### src/rtl/multicycle_ctrl_fsm.sv
// Control unit for the multicycle ARM-subset processor: Moore main FSM, instruction
// field decode, NZCV flag register and per-instruction condition latch.
module multicycle_ctrl_fsm (
  input  logic        clk,
  input  logic        reset,
  input  logic [19:0] Instr,
  input  logic [3:0]  ALUFlags,
  output logic        PCWrite,
  output logic        IRWrite,
  output logic        MemWrite,
  output logic        RegWrite,
  output logic        AdrSrc,
  output logic [1:0]  RegSrc,
  output logic        ALUSrcA,
  output logic [1:0]  ALUSrcB,
  output logic [1:0]  ResultSrc,
  output logic [1:0]  ImmSrc,
  output logic [3:0]  ALUControl,
  output logic [3:0]  State
);

  typedef enum logic [3:0] {
    S_FETCH    = 4'd0,
    S_DECODE   = 4'd1,
    S_MEMADR   = 4'd2,
    S_MEMREAD  = 4'd3,
    S_MEMWB    = 4'd4,
    S_MEMWRITE = 4'd5,
    S_EXECUTER = 4'd6,
    S_EXECUTEI = 4'd7,
    S_ALUWB    = 4'd8,
    S_BRANCH   = 4'd9
  } state_e;

  localparam logic [3:0] ALU_ADD = 4'b0000;
  localparam logic [3:0] ALU_SUB = 4'b0001;
  localparam logic [3:0] ALU_AND = 4'b0010;
  localparam logic [3:0] ALU_ORR = 4'b0011;

  state_e     state_q, state_d;
  logic [3:0] flags_q, flags_d;
  logic       condex_q, condex_d;

  logic [3:0] cond;
  logic [1:0] op;
  logic [5:0] funct;
  logic [3:0] rd;
  logic [3:0] cmd;
  logic       set_flags;
  logic       rd_is_pc;
  logic       unused_instr_bits;

  assign cond              = Instr[19:16];
  assign op                = Instr[15:14];
  assign funct             = Instr[13:8];
  assign rd                = Instr[3:0];
  assign cmd               = funct[4:1];
  assign set_flags         = funct[0];
  assign rd_is_pc          = (rd == 4'd15);
  assign unused_instr_bits = ^Instr[7:4];

  // Condition evaluation against the architectural flags
  logic flag_n, flag_z, flag_c, flag_v;
  logic cond_pass;

  assign {flag_n, flag_z, flag_c, flag_v} = flags_q;

  always_comb begin
    cond_pass = 1'b0;
    case (cond)
      4'b0000: cond_pass = flag_z;
      4'b0001: cond_pass = !flag_z;
      4'b0010: cond_pass = flag_c;
      4'b0011: cond_pass = !flag_c;
      4'b0100: cond_pass = flag_n;
      4'b0101: cond_pass = !flag_n;
      4'b0110: cond_pass = flag_v;
      4'b0111: cond_pass = !flag_v;
      4'b1000: cond_pass = flag_c && !flag_z;
      4'b1001: cond_pass = !flag_c || flag_z;
      4'b1010: cond_pass = (flag_n == flag_v);
      4'b1011: cond_pass = (flag_n != flag_v);
      4'b1100: cond_pass = !flag_z && (flag_n == flag_v);
      4'b1101: cond_pass = flag_z || (flag_n != flag_v);
      4'b1110: cond_pass = 1'b1;
      default: cond_pass = 1'b0;
    endcase
  end

  // Data-processing command decode
  logic [3:0] cmd_alu;
  logic       cmd_ok;
  logic       cmd_cmp;
  logic       cmd_arith;

  always_comb begin
    cmd_alu   = ALU_ADD;
    cmd_ok    = 1'b0;
    cmd_cmp   = 1'b0;
    cmd_arith = 1'b0;
    case (cmd)
      4'b0100: begin cmd_alu = ALU_ADD; cmd_ok = 1'b1; cmd_arith = 1'b1; end
      4'b0010: begin cmd_alu = ALU_SUB; cmd_ok = 1'b1; cmd_arith = 1'b1; end
      4'b0000: begin cmd_alu = ALU_AND; cmd_ok = 1'b1; end
      4'b1100: begin cmd_alu = ALU_ORR; cmd_ok = 1'b1; end
      4'b1010: begin cmd_alu = ALU_SUB; cmd_cmp = 1'b1; cmd_arith = 1'b1; end
      default: begin cmd_alu = ALU_ADD; end
    endcase
  end

  always_comb begin
    state_d = S_FETCH;
    case (state_q)
      S_FETCH:  state_d = S_DECODE;
      S_DECODE: begin
        case (op)
          2'b01:   state_d = S_MEMADR;
          2'b00:   state_d = funct[5] ? S_EXECUTEI : S_EXECUTER;
          2'b10:   state_d = S_BRANCH;
          default: state_d = S_FETCH;
        endcase
      end
      S_MEMADR:   state_d = funct[0] ? S_MEMREAD : S_MEMWRITE;
      S_MEMREAD:  state_d = S_MEMWB;
      S_MEMWB:    state_d = S_FETCH;
      S_MEMWRITE: state_d = S_FETCH;
      S_EXECUTER: state_d = S_ALUWB;
      S_EXECUTEI: state_d = S_ALUWB;
      S_ALUWB:    state_d = S_FETCH;
      S_BRANCH:   state_d = S_FETCH;
      default:    state_d = S_FETCH;
    endcase
  end

  // Condition is frozen in DECODE so an EXECUTE flag update cannot alter this instruction
  always_comb begin
    condex_d = condex_q;
    flags_d  = flags_q;
    if (state_q == S_DECODE) begin
      condex_d = cond_pass;
    end
    if (((state_q == S_EXECUTER) || (state_q == S_EXECUTEI)) && condex_q) begin
      if (cmd_cmp || (set_flags && cmd_ok)) begin
        flags_d[3:2] = ALUFlags[3:2];
        if (cmd_arith) begin
          flags_d[1:0] = ALUFlags[1:0];
        end
      end
    end
  end

  always_ff @(posedge clk) begin
    if (reset) begin
      state_q  <= S_FETCH;
      flags_q  <= '0;
      condex_q <= 1'b0;
    end else begin
      state_q  <= state_d;
      flags_q  <= flags_d;
      condex_q <= condex_d;
    end
  end

  // While in reset the outputs decode FETCH and every write enable is held low
  state_e out_state;
  logic   pc_we, ir_we, mem_we, reg_we;

  assign out_state = reset ? S_FETCH : state_q;

  always_comb begin
    pc_we      = 1'b0;
    ir_we      = 1'b0;
    mem_we     = 1'b0;
    reg_we     = 1'b0;
    AdrSrc     = 1'b0;
    ALUSrcA    = 1'b0;
    ALUSrcB    = 2'b00;
    ResultSrc  = 2'b00;
    ALUControl = ALU_ADD;
    case (out_state)
      S_FETCH: begin
        ir_we     = 1'b1;
        pc_we     = 1'b1;
        ALUSrcA   = 1'b1;
        ALUSrcB   = 2'b10;
        ResultSrc = 2'b10;
      end
      S_DECODE: begin
        ALUSrcA   = 1'b1;
        ALUSrcB   = 2'b10;
        ResultSrc = 2'b10;
      end
      S_MEMADR: begin
        ALUSrcB = 2'b01;
      end
      S_MEMREAD: begin
        AdrSrc = 1'b1;
      end
      S_MEMWB: begin
        ResultSrc = 2'b01;
        pc_we     = rd_is_pc && condex_q;
        reg_we    = !rd_is_pc && condex_q;
      end
      S_MEMWRITE: begin
        AdrSrc = 1'b1;
        mem_we = condex_q;
      end
      S_EXECUTER: begin
        ALUControl = cmd_alu;
      end
      S_EXECUTEI: begin
        ALUSrcB    = 2'b01;
        ALUControl = cmd_alu;
      end
      S_ALUWB: begin
        if (cmd_ok) begin
          pc_we  = rd_is_pc && condex_q;
          reg_we = !rd_is_pc && condex_q;
        end
      end
      S_BRANCH: begin
        ALUSrcB   = 2'b01;
        ResultSrc = 2'b10;
        pc_we     = condex_q;
      end
      default: begin
      end
    endcase
  end

  assign PCWrite  = pc_we && !reset;
  assign IRWrite  = ir_we && !reset;
  assign MemWrite = mem_we && !reset;
  assign RegWrite = reg_we && !reset;

  assign RegSrc = {(op == 2'b01), (op == 2'b10)};
  assign ImmSrc = op;
  assign State  = state_q;

endmodule
### config.mk
export PLATFORM = sky130hd
export DESIGN_NAME = multicycle_ctrl_fsm
export DESIGN_NICKNAME = d
export VERILOG_FILES = /design/src/rtl/multicycle_ctrl_fsm.sv
export SDC_FILE = /design/constraint.sdc
export NUM_CORES = 1
export LEC_CHECK = 0
export CORE_MARGIN = 2
export CORE_UTILIZATION = 35
export CTS_CLUSTER_DIAMETER = 50
export DETAILED_ROUTE_END_ITERATION = 6
export PLACE_DENSITY = 0.81
export RECOVER_POWER = 100
export REMOVE_ABC_BUFFERS = 1
export SYNTH_ARGS = -nofsm -noshare
export SYNTH_HDL_FRONTEND = slang
export SYNTH_SLANG_ARGS = --single-unit
### constraint.sdc
create_clock -name clk -period 1.5 [get_ports clk]
set_clock_uncertainty 0.15 [all_clocks]
set_input_delay 0.3 -clock clk [delete_from_list [all_inputs] [get_ports clk]]
set_output_delay 0.3 -clock clk [all_outputs]
set_load 0.1 [all_outputs]
## Yosys cells after proc, flatten, opt, wreduce, memory -nomap -nowiden

Index checks and enable logic that the tools add are counted.

| storage, ports and cells | value |
|---|---|
| bits in registers | 9 |
| output and inout bits | 22 |

| cells by class | value |
|---|---|
| eq/ne operators | 37 |
| mux-type cells | 21 |
| reduce and logical (&&, ||, !) cells | 36 |

Operator list:

| cell | count |
|---|---|
| $eq 4x4->1 const B | 12 |
| $eq 4x3->1 const B | 11 |
| $eq 4x2->1 const B | 7 |
| $pmux 4 s5 | 1 |
| $logic_not 4->1 | 4 |
| $pmux 1 s15 | 1 |
| $eq 4x1->1 const B | 3 |
| $pmux 4 s3 | 1 |
| $logic_and 1x1->1 | 10 |
| $mux 1 | 10 |
| $reduce_or 2->1 | 5 |
| $reduce_or 3->1 | 3 |
| $mux 4 | 2 |
| $pmux 2 s2 | 2 |
| $logic_not 1->1 | 6 |
| $pmux 2 s3 | 1 |
| $logic_or 1x1->1 | 4 |
| $pmux 1 s4 | 1 |
| $reduce_or 4->1 | 1 |
| $mux 3 | 1 |
| $reduce_and 3->1 | 1 |
| $eq 2x1->1 const B | 1 |
| $eq 2x2->1 const B | 1 |
| $logic_not 2->1 | 1 |
| 4 further kinds | 4 |

## Logic depth before layout (Yosys ltp)

Gate-level depths: netlist (run 1).

| logic depth | value |
|---|---|
| depth after elaboration | 6 |
| mapped depth | 6 |

## Least setup slack after synthesis (run 1)

OpenSTA, ideal clock, no wires.

| timing path | value |
|---|---|
| kind | reg-to-output |
| start | reg state_q[2] (netlist: State[2]) |
| end | out AdrSrc |
| data arrival time | 4.303 ns |
| slack | -3.253 ns |
| cell stages (with the launch flop) | 4 |
| buffers on the path | 1 |
| cells stage by stage | dfxtp_1 > buf_1 > xnor2_1 > nor4_1 |

| on the way | value |
|---|---|
| word-level cells in the longest chain between the ends | 4 |
| elaborated cells between the ends (all ways) | 5 |
| those cells by class | eq/ne: 2; mux: 2; reduce/logical: 1 |

RTL lines:

| what | line | RTL |
|---|---|---|
| start, declared | 40 | `state_e state_q, state_d;` |
| start signal, assigned | 158 | `state_q <= state_d;` |
| $mux 4 (*) | 168 | `assign out_state = reset ? S_FETCH : state_q;` |
| $eq 4x3->1 or $eq 4x2->1 (tied branches) | 180 | `case (out_state)` |
| $reduce_or 2->1 (no source line) (*) | -- |  |
| $mux 1 (*) | 180 |  |
| end, declared | 12 | `output logic AdrSrc,` |

Mark *: on every way between the ends. The rest lies on a longest branch, timed or not.

## Final worst setup path (run 1)

| timing path | value |
|---|---|
| start | reg state_q[0] (netlist: State[0]) |
| end | out PCWrite |

| on the way | value |
|---|---|
| word-level cells in the longest chain between the ends | 4 |
| elaborated cells between the ends (all ways) | 7 |
| those cells by class | eq/ne: 3; mux: 2; reduce/logical: 2 |

RTL lines:

| what | line | RTL |
|---|---|---|
| $mux 4 (*) | 168 |  |
| $eq 4x4->1 (tied with other cells) | 180 |  |
| $pmux 1 s4 (*) | 180 |  |
| $logic_and 1x1->1 (*) | 231 | `assign PCWrite = pc_we && !reset;` |
| end, declared | 8 | `output logic PCWrite,` |

Marks and branches as above.

==> out/results.md, run 1 <==
* **result of the run** finished with violations
* **failing checks** negative setup slack
* **RD Place Congestion** 0.792
* **Area after DPL** 1740 sq um
* **final standard cell utilization of the core** 0.855
* **CTS H-tree depth** 1
* **fraction of synthesized cell area taken by the top area cell type** 0.205
* **number of placed cells counting well taps** 217
* **endpoints failing hold** 0
* **wire length of the first global-routing pass** 6510 um
* **Top FF cell, synth** sky130_fd_sc_hd__dfxtp_1
* **slowest library cell on the worst path** sky130_fd_sc_hd__or3_4
* **Root Driver** sky130_fd_sc_hd__clkbuf_4
* **total power of the final layout** 1.27 mW
* **combined global-route utilization of all metal layers** 0.324
* **worst setup path start** State[0]
* **number of sinks handled by clock tree synthesis** 9
* **Reg area** 188 sq um
* **vias in the first global route** 1295
* **number of antenna violations at the first check in global routing** 0
* **max-slew violation count** 0
* **final worst-path setup slack** -682 ps
* **number of inserted diodes** 0
* **portion of the clock cycle consumed by the worst path in the final layout** 1.45
* **die span in x** 54.1 um
* **number of buffers inserted during clock tree synthesis** 3
* **r2r startpoint** State[3]
* **maximum number of pins on one net before global-route repair** 15
* **maximum fanout encountered on the critical timing path** 3
* **setup repair after global routing missed its margin** true
* **dominant cells by area after synthesis** sky130_fd_sc_hd__dfxtp_1 (21%), sky130_fd_sc_hd__nand3b_1 (6.8%), sky130_fd_sc_hd__a21oi_1 (6.3%)
* **final wirelength** 5450 um
* **io pins** 48
* **highest clock rate** 458 MHz
* **height of the die** 54.1 um
* **Clk pin slew, worst setup/hold paths** 90 ps
* **cell-by-cell listing of the critical path** or3_4 > nor3_1 > o21bai_2 > buf_12
* **number of buffers added on ports** 41
* **number of nets with antenna violations after detailed routing** 0
* **site row count** 18
* **power per standard cell area** 608 nW/um^2
* **Synth Warn #** 0
* **required time at the endpoint of the critical path** 1050 ps
* **IR Drop Worst-Case VDD** 0.583 mV
* **cell count after synthesis** 119
* **vias per std cell** 6.09
* **Final min period** 2180 ps
* **maximum root-to-sink buffer count** 2
* **Avg WL per Cell** 23.8 um
* **multi-input gate area in the final layout** 873 sq um
* **top cell family by delay on the critical path** simple AND/OR/NAND/NOR gates
* **summed instance area of the synthesized netlist** 878 sq um
* **final hold slack** 429 ps
* **share of layout cells above drive strength 1** 0.553
* **post-detail-place hpwl** 2550 um
* **cell leakage power** 0.826 nW
* **layout overhead on the synthesized area** 137%
* **Filler Cell Count** 107
* **number of flip-flops and latches in the synthesized netlist** 9
* **later-pin clock latency in the skew report** 290 ps
* **post-cts hold buffer count** 0
* **CP peak stage delay** 420 ps
* **synthesized area per cell** 7.38 sq um
* **type of the tightest min-delay check** in -> reg
* **detailed-router iteration count before antenna repair** 4
* **final setup fails** 21
* **total DRC errors in the routed layout** 0
* **effective utilization at floorplan** 0.361
* **number of DRC markers in iteration 0** 124
* **via count** 1394
* **Worst Hold Launch** reset
* **Finished Layout Cells** 229
* **max-capacitance violation count** 0
* **type of destination of the critical path** primary output
* **remaining global-route overflow** 0
* **sequential area share after synthesis** 0.205
* **library cell with the largest summed area after synthesis** sky130_fd_sc_hd__dfxtp_1
* **final instance area** 2080 sq um
* **CTS tree** built
* **path type of the worst setup path** reg -> out
* **Total Die Area** 2930 sq um
* **Crit path buffers/inverters** 1
* **share of flip-flops with an asynchronous set or reset after synthesis** 0
* **core region area** 2430 sq um
* **number of nets at the end of the flow** 226
* **kind of launch point of the worst setup path** register
* **arrival time at the worst endpoint** 1730 ps
* **number of distinct library cell variants in the gate-level netlist after synthesis** 41
* **Post-synth EDFFs** 0
-- power breakdown --
part           total [mW]  switching (mW)  internal, mW
combinational       0.786           0.466         0.321
sequential          0.263          0.0133         0.250
clock               0.216           0.117        0.0990
-- layout make-up --
class                      instances  share of cell area
timing repair buffer              84               0.453
sequential                         9              0.0902
clock inverter                     1             0.00241
inverter                           2             0.00601
tap                               30              0.0180
multi-input combinational        100               0.420
clock buffer                       3              0.0108
-- state kept, by name (all words and copies together), names as in the netlist --
| name | cells |
|---|---|
| State | 4 |
| condex_q | 1 |
| flags_q | 4 |
-- repair_timing --
| item | 4_1_cts | 5_1_grt |
|---|---|---|
| buffers inserted | 5 | 6 |
| gates cloned | 0 | 0 |
| setup endpoints to repair | 23 | 20 |
| endpoints found under the hold margin | 0 | 0 |
| gates resized for setup | 57 | 25 |
| pin swaps | 20 | 12 |
-- cells by family after synthesis --
group	count (synthesis)	synth area share
AOI/OAI and AO/OA	26	0.187
xor gates and xnor gates	7	0.0698
buffers and inverters	11	0.0741
DFF	9	0.205
muxes	3	0.0342
other	1	0.00427
and+or+nand+nor	62	0.426
-- layout by cell type (no fill, tap or decap), drive strengths merged, types with 2 or more instances in the layout --
cell type | synthesis | routed
buf | 7 | 62
nor2 | 12 | 12
clkdlybuf4s50 | 0 | 11
a21oi | 11 | 11
dlygate4sd2 | 0 | 10
dfxtp | 9 | 9
nand3b | 8 | 8
nand2b | 7 | 7
nor3 | 6 | 6
nand2 | 5 | 5
xor2 | 4 | 4
clkbuf | 2 | 4
nor2b | 4 | 4
o21ai | 4 | 4
or2 | 3 | 3
mux2i | 3 | 3
nor3b | 3 | 3
xnor2 | 3 | 3
inv | 2 | 2
or3 | 2 | 2
nand4b | 2 | 2
o211ai | 2 | 2
conb | 1 | 2
a31oi | 2 | 2
nand3 | 2 | 2
nor4 | 2 | 2
or3b | 2 | 2
-- final timing paths --
path                 to  slack, ps  cells after the start
min          flags_q[3]        430                      3
max             PCWrite       -680                      4
max reg2reg  flags_q[0]       -430                      7
min reg2reg  flags_q[2]        440                      2
-- cell usage after synthesis, types with 2 or more instances --
| library cell | n |
|---|---|
| sky130_fd_sc_hd__nor2_1 | 12 |
| sky130_fd_sc_hd__a21oi_1 | 11 |
| sky130_fd_sc_hd__dfxtp_1 | 9 |
| sky130_fd_sc_hd__nand3b_1 | 8 |
| sky130_fd_sc_hd__nand2b_1 | 7 |
| sky130_fd_sc_hd__nor3_1 | 6 |
| sky130_fd_sc_hd__nand2_1 | 5 |
| sky130_fd_sc_hd__buf_4 | 4 |
| sky130_fd_sc_hd__nor2b_1 | 4 |
| sky130_fd_sc_hd__o21ai_0 | 4 |
| sky130_fd_sc_hd__xor2_1 | 4 |
| sky130_fd_sc_hd__mux2i_1 | 3 |
| sky130_fd_sc_hd__nor3b_1 | 3 |
| sky130_fd_sc_hd__or2_2 | 3 |
| sky130_fd_sc_hd__xnor2_1 | 3 |
| sky130_fd_sc_hd__a31oi_1 | 2 |
| sky130_fd_sc_hd__clkbuf_1 | 2 |
| sky130_fd_sc_hd__inv_1 | 2 |
| sky130_fd_sc_hd__nand3_1 | 2 |
| sky130_fd_sc_hd__nand4b_1 | 2 |
| sky130_fd_sc_hd__nor4_1 | 2 |
| sky130_fd_sc_hd__o211ai_1 | 2 |
-- layer usage --
layer,global-route usage,wire length (um)
met1,0.350,2090
met2,0.528,2400
met3,0.111,691
met4,0.221,276
met5,0,0
-- through the flow --
| stage | TNS, ps | setup slack, ps |
|---|---|---|
| 3_3_place_gp | -9030 | -682 |
| 2_1_floorplan | -31440 | -3290 |
| 6_report | -8760 | -682 |
| 4_1_cts | -6180 | -627 |
| 3_5_place_dp | -10100 | -770 |
| 5_1_grt | -9300 | -695 |
-- worst min-delay path, cell delays in order --
cell,delay (ps)
sky130_fd_sc_hd__dlygate4sd2_1,220
sky130_fd_sc_hd__buf_4,250
sky130_fd_sc_hd__a21oi_2,50
Power figures use the tool's default switching activity.
==> inputs of run 2 (changes only) <==
CELL_PAD_IN_SITES_DETAIL_PLACEMENT = 1   (was default)
CELL_PAD_IN_SITES_GLOBAL_PLACEMENT = 1   (was default)
CORE_UTILIZATION = 23   (was 35)
PLACE_DENSITY = 0.79   (was 0.81)
SLEW_MARGIN = 5   (was default)
==> run 2 against run 1 <==
  * The run still ends with negative setup slack left
  * Global-route usage decreased by 14 points
  * Critical path depth increased by 1
  * Fmax increased by 5.1%
  * Sequential share of layout area decreased by 0.14 points
  * Final area decreased by 0.42%
  * Sequential cell count unchanged
  * Worst hold slack got worse by 65 ps
  * Via count decreased by 9.2%
  * Wire length decreased by 15%
  * Utilization decreased by 29 points
  * Die area increased by 48%
  * Cell count increased by 8.3%
  * Largest cell class unchanged
  * Highest routed layer unchanged
==> out/results.md, run 2 (synthesized netlist as in run 1, its figures left out) <==
* **Area after DPL** 1740 sq um, unchanged
* **setup repair after global routing missed its margin** true
* **number of sinks handled by clock tree synthesis** 9, unchanged
* **Net Sw Power** 0.545 mW, -8.7%
* **effective utilization at floorplan** 0.240, -0.121
* **via count** 1266, -9.2%
* **combined global-route utilization of all metal layers** 0.181, -0.143
* **final setup fails** 19, -9.5%
* **final wirelength** 4620 um, -15%
* **max-slew violation count** 0, unchanged
* **kind of launch point of the worst setup path** register
* **post-detail-place hpwl** 2820 um, +10%
* **number of DRC markers in iteration 0** 30, -76%
* **type of the tightest min-delay check** reg -> reg
* **result of the run** finished with violations
* **sequential cell fraction of total power** 0.205, -0.003
* **maximum number of pins on one net before global-route repair** 15, unchanged
* **io pins** 48, unchanged
* **final instance area** 2070 sq um, -0.42%
* **r2r startpoint** State[1]
* **number of placed cells counting well taps** 232, +6.9%
* **number of nets with antenna violations after detailed routing** 0, unchanged
* **Clk pin slew, worst setup/hold paths** 50 ps, -40 ps
* **number of buffers inserted during clock tree synthesis** 3, unchanged
* **multi-input gate area in the final layout** 815 sq um, -6.7%
* **path type of the worst setup path** reg -> out
* **setup TNS** -7240 ps, +1520 ps
* **Root Driver** sky130_fd_sc_hd__clkbuf_8
* **CTS H-tree depth** 1, unchanged
* **die span in x** 65.8 um, +22%
* **number of buffers added on ports** 41, unchanged
* **core region area** 3660 sq um, +51%
* **final worst-path setup slack** -577 ps, +105 ps
* **layout overhead on the synthesized area** 136%
* **Total Die Area** 4330 sq um, +48%
* **required time at the endpoint of the critical path** 1050 ps, about the same
* **Reg area** 184 sq um, -2.0%
* **number of antenna violations at the first check in global routing** 0, unchanged
* **later-pin clock latency in the skew report** 240 ps, -50 ps
* **total internal power** 0.734 mW, +9.7%
* **arrival time at the worst endpoint** 1630 ps, -100 ps
* **max-capacitance violation count** 0, unchanged
* **vias per std cell** 5.10, -16%
* **cell leakage power** 0.836 nW, +1.2%
* **maximum root-to-sink buffer count** 2, unchanged
* **number of nets at the end of the flow** 227, +0.44%
* **share of layout cells above drive strength 1** 0.540, -0.0128
* **clock network power share** 0.230, +0.059
* **detailed-router iteration count before antenna repair** 4, unchanged
* **Final min period** 2080 ps, -105 ps
* **wire length of the first global-routing pass** 5970 um, -8.4%
* **RD Place Congestion** 0.792, about the same
* **number of inserted diodes** 0, unchanged
* **post-cts hold buffer count** 0, unchanged
* **final standard cell utilization of the core** 0.566, -0.289
* **failing checks** negative setup slack
* **CTS tree** built
* **Filler Cell Count** 414, +290%
* **type of destination of the critical path** primary output
* **proportion of total power due to net switching** 0.426, -0.0453
* **Finished Layout Cells** 248, +8.3%
* **height of the die** 65.8 um, +22%
* **Avg WL per Cell** 18.6 um, -22%
* **maximum fanout encountered on the critical timing path** 3, unchanged
* **IR Drop Worst-Case VDD** 0.542 mV, -7.0%
* **worst setup path start** State[1]
* **Worst Hold Launch** flags_q[2]
* **highest clock rate** 481 MHz, +5.1%
* **vias in the first global route** 1307, +0.93%
* **endpoints failing hold** 0, unchanged
* **total DRC errors in the routed layout** 0, unchanged
* **remaining global-route overflow** 0, unchanged
* **Gate power share** 0.566, -0.055
* **commonest non-fill, non-tap cell in the layout** sky130_fd_sc_hd__buf_4
* **most used cells in the layout excluding fill and tap cells** sky130_fd_sc_hd__buf_4 (31), sky130_fd_sc_hd__buf_12 (17), sky130_fd_sc_hd__buf_6 (14)
* **power per standard cell area** 617 nW/um^2, +1.4%
* **site row count** 22, +4
* **portion of the clock cycle consumed by the worst path in the final layout** 1.38, -0.0700
-- run 2: changes by cell type in the layout (fill, tap and decap cells not counted), moves of 2 or more --
cell,delta
sky130_fd_sc_hd__clkbuf_4,-3
sky130_fd_sc_hd__clkbuf_8,+3
sky130_fd_sc_hd__nor2_2,+3
sky130_fd_sc_hd__buf_4,+2
sky130_fd_sc_hd__inv_4,-2
sky130_fd_sc_hd__nor2_4,-2
-- run 2: final timing paths --
path | endpoint | cells after the start | slack [ps]
worst max-delay path | RegWrite | 5 | -580
worst min-delay path | flags_q[2] | 2 | 360
worst max register to register | flags_q[1] | 7 | -360
worst min register to register | flags_q[2] | 2 | 360
-- run 2: critical path, cell delays in order (launching register included) --
cell                      delay, ps
sky130_fd_sc_hd__dfxtp_2        350
sky130_fd_sc_hd__or3_4          400
sky130_fd_sc_hd__a21oi_2        140
sky130_fd_sc_hd__nor3b_2        190
sky130_fd_sc_hd__buf_4          150
sky130_fd_sc_hd__buf_12         160
-- run 2: area by class of cell --
cell class | instances | area share
sequential | 9 | 0.0888
tap | 48 | 0.0290
timing repair buffer | 85 | 0.464
multi-input combinational | 100 | 0.393
inverter | 2 | 0.00362
clock buffer | 4 | 0.0217
-- run 2: metrics by stage --
step	hold slack [ps]	total power, mW	setup slack, ps
2_1_floorplan	219	0.571	-3290
3_3_place_gp	361	0.881	-748
3_5_place_dp	378	0.899	-781
4_1_cts	384	1.24	-557
5_1_grt	396	1.33	-621
6_report	364	1.28	-577
-- run 2: layer usage --
layer / routed length (um) / track usage
met1: 1630 / 0.176
met2: 2620 / 0.365
met3: 241 / 0.0392
met4: 126 / 0.0625
met5: 0 / 0
-- run 2: power groups by stage --
stage                     registers (mW)  clock network, mW  logic, mW
after floorplan                    0.324                  0      0.247
after global placement             0.261                  0      0.620
after detailed placement           0.261                  0      0.638
after CTS                          0.259              0.293      0.684
after global routing               0.262              0.320      0.750
final                              0.262              0.293      0.723
-- run 2: what timing repair did --
action	CTS	global route
buffers inserted	5	7
endpoints found under the setup margin	26	19
cloned	0	0
gates resized for setup	46	29
pin swaps	12	11
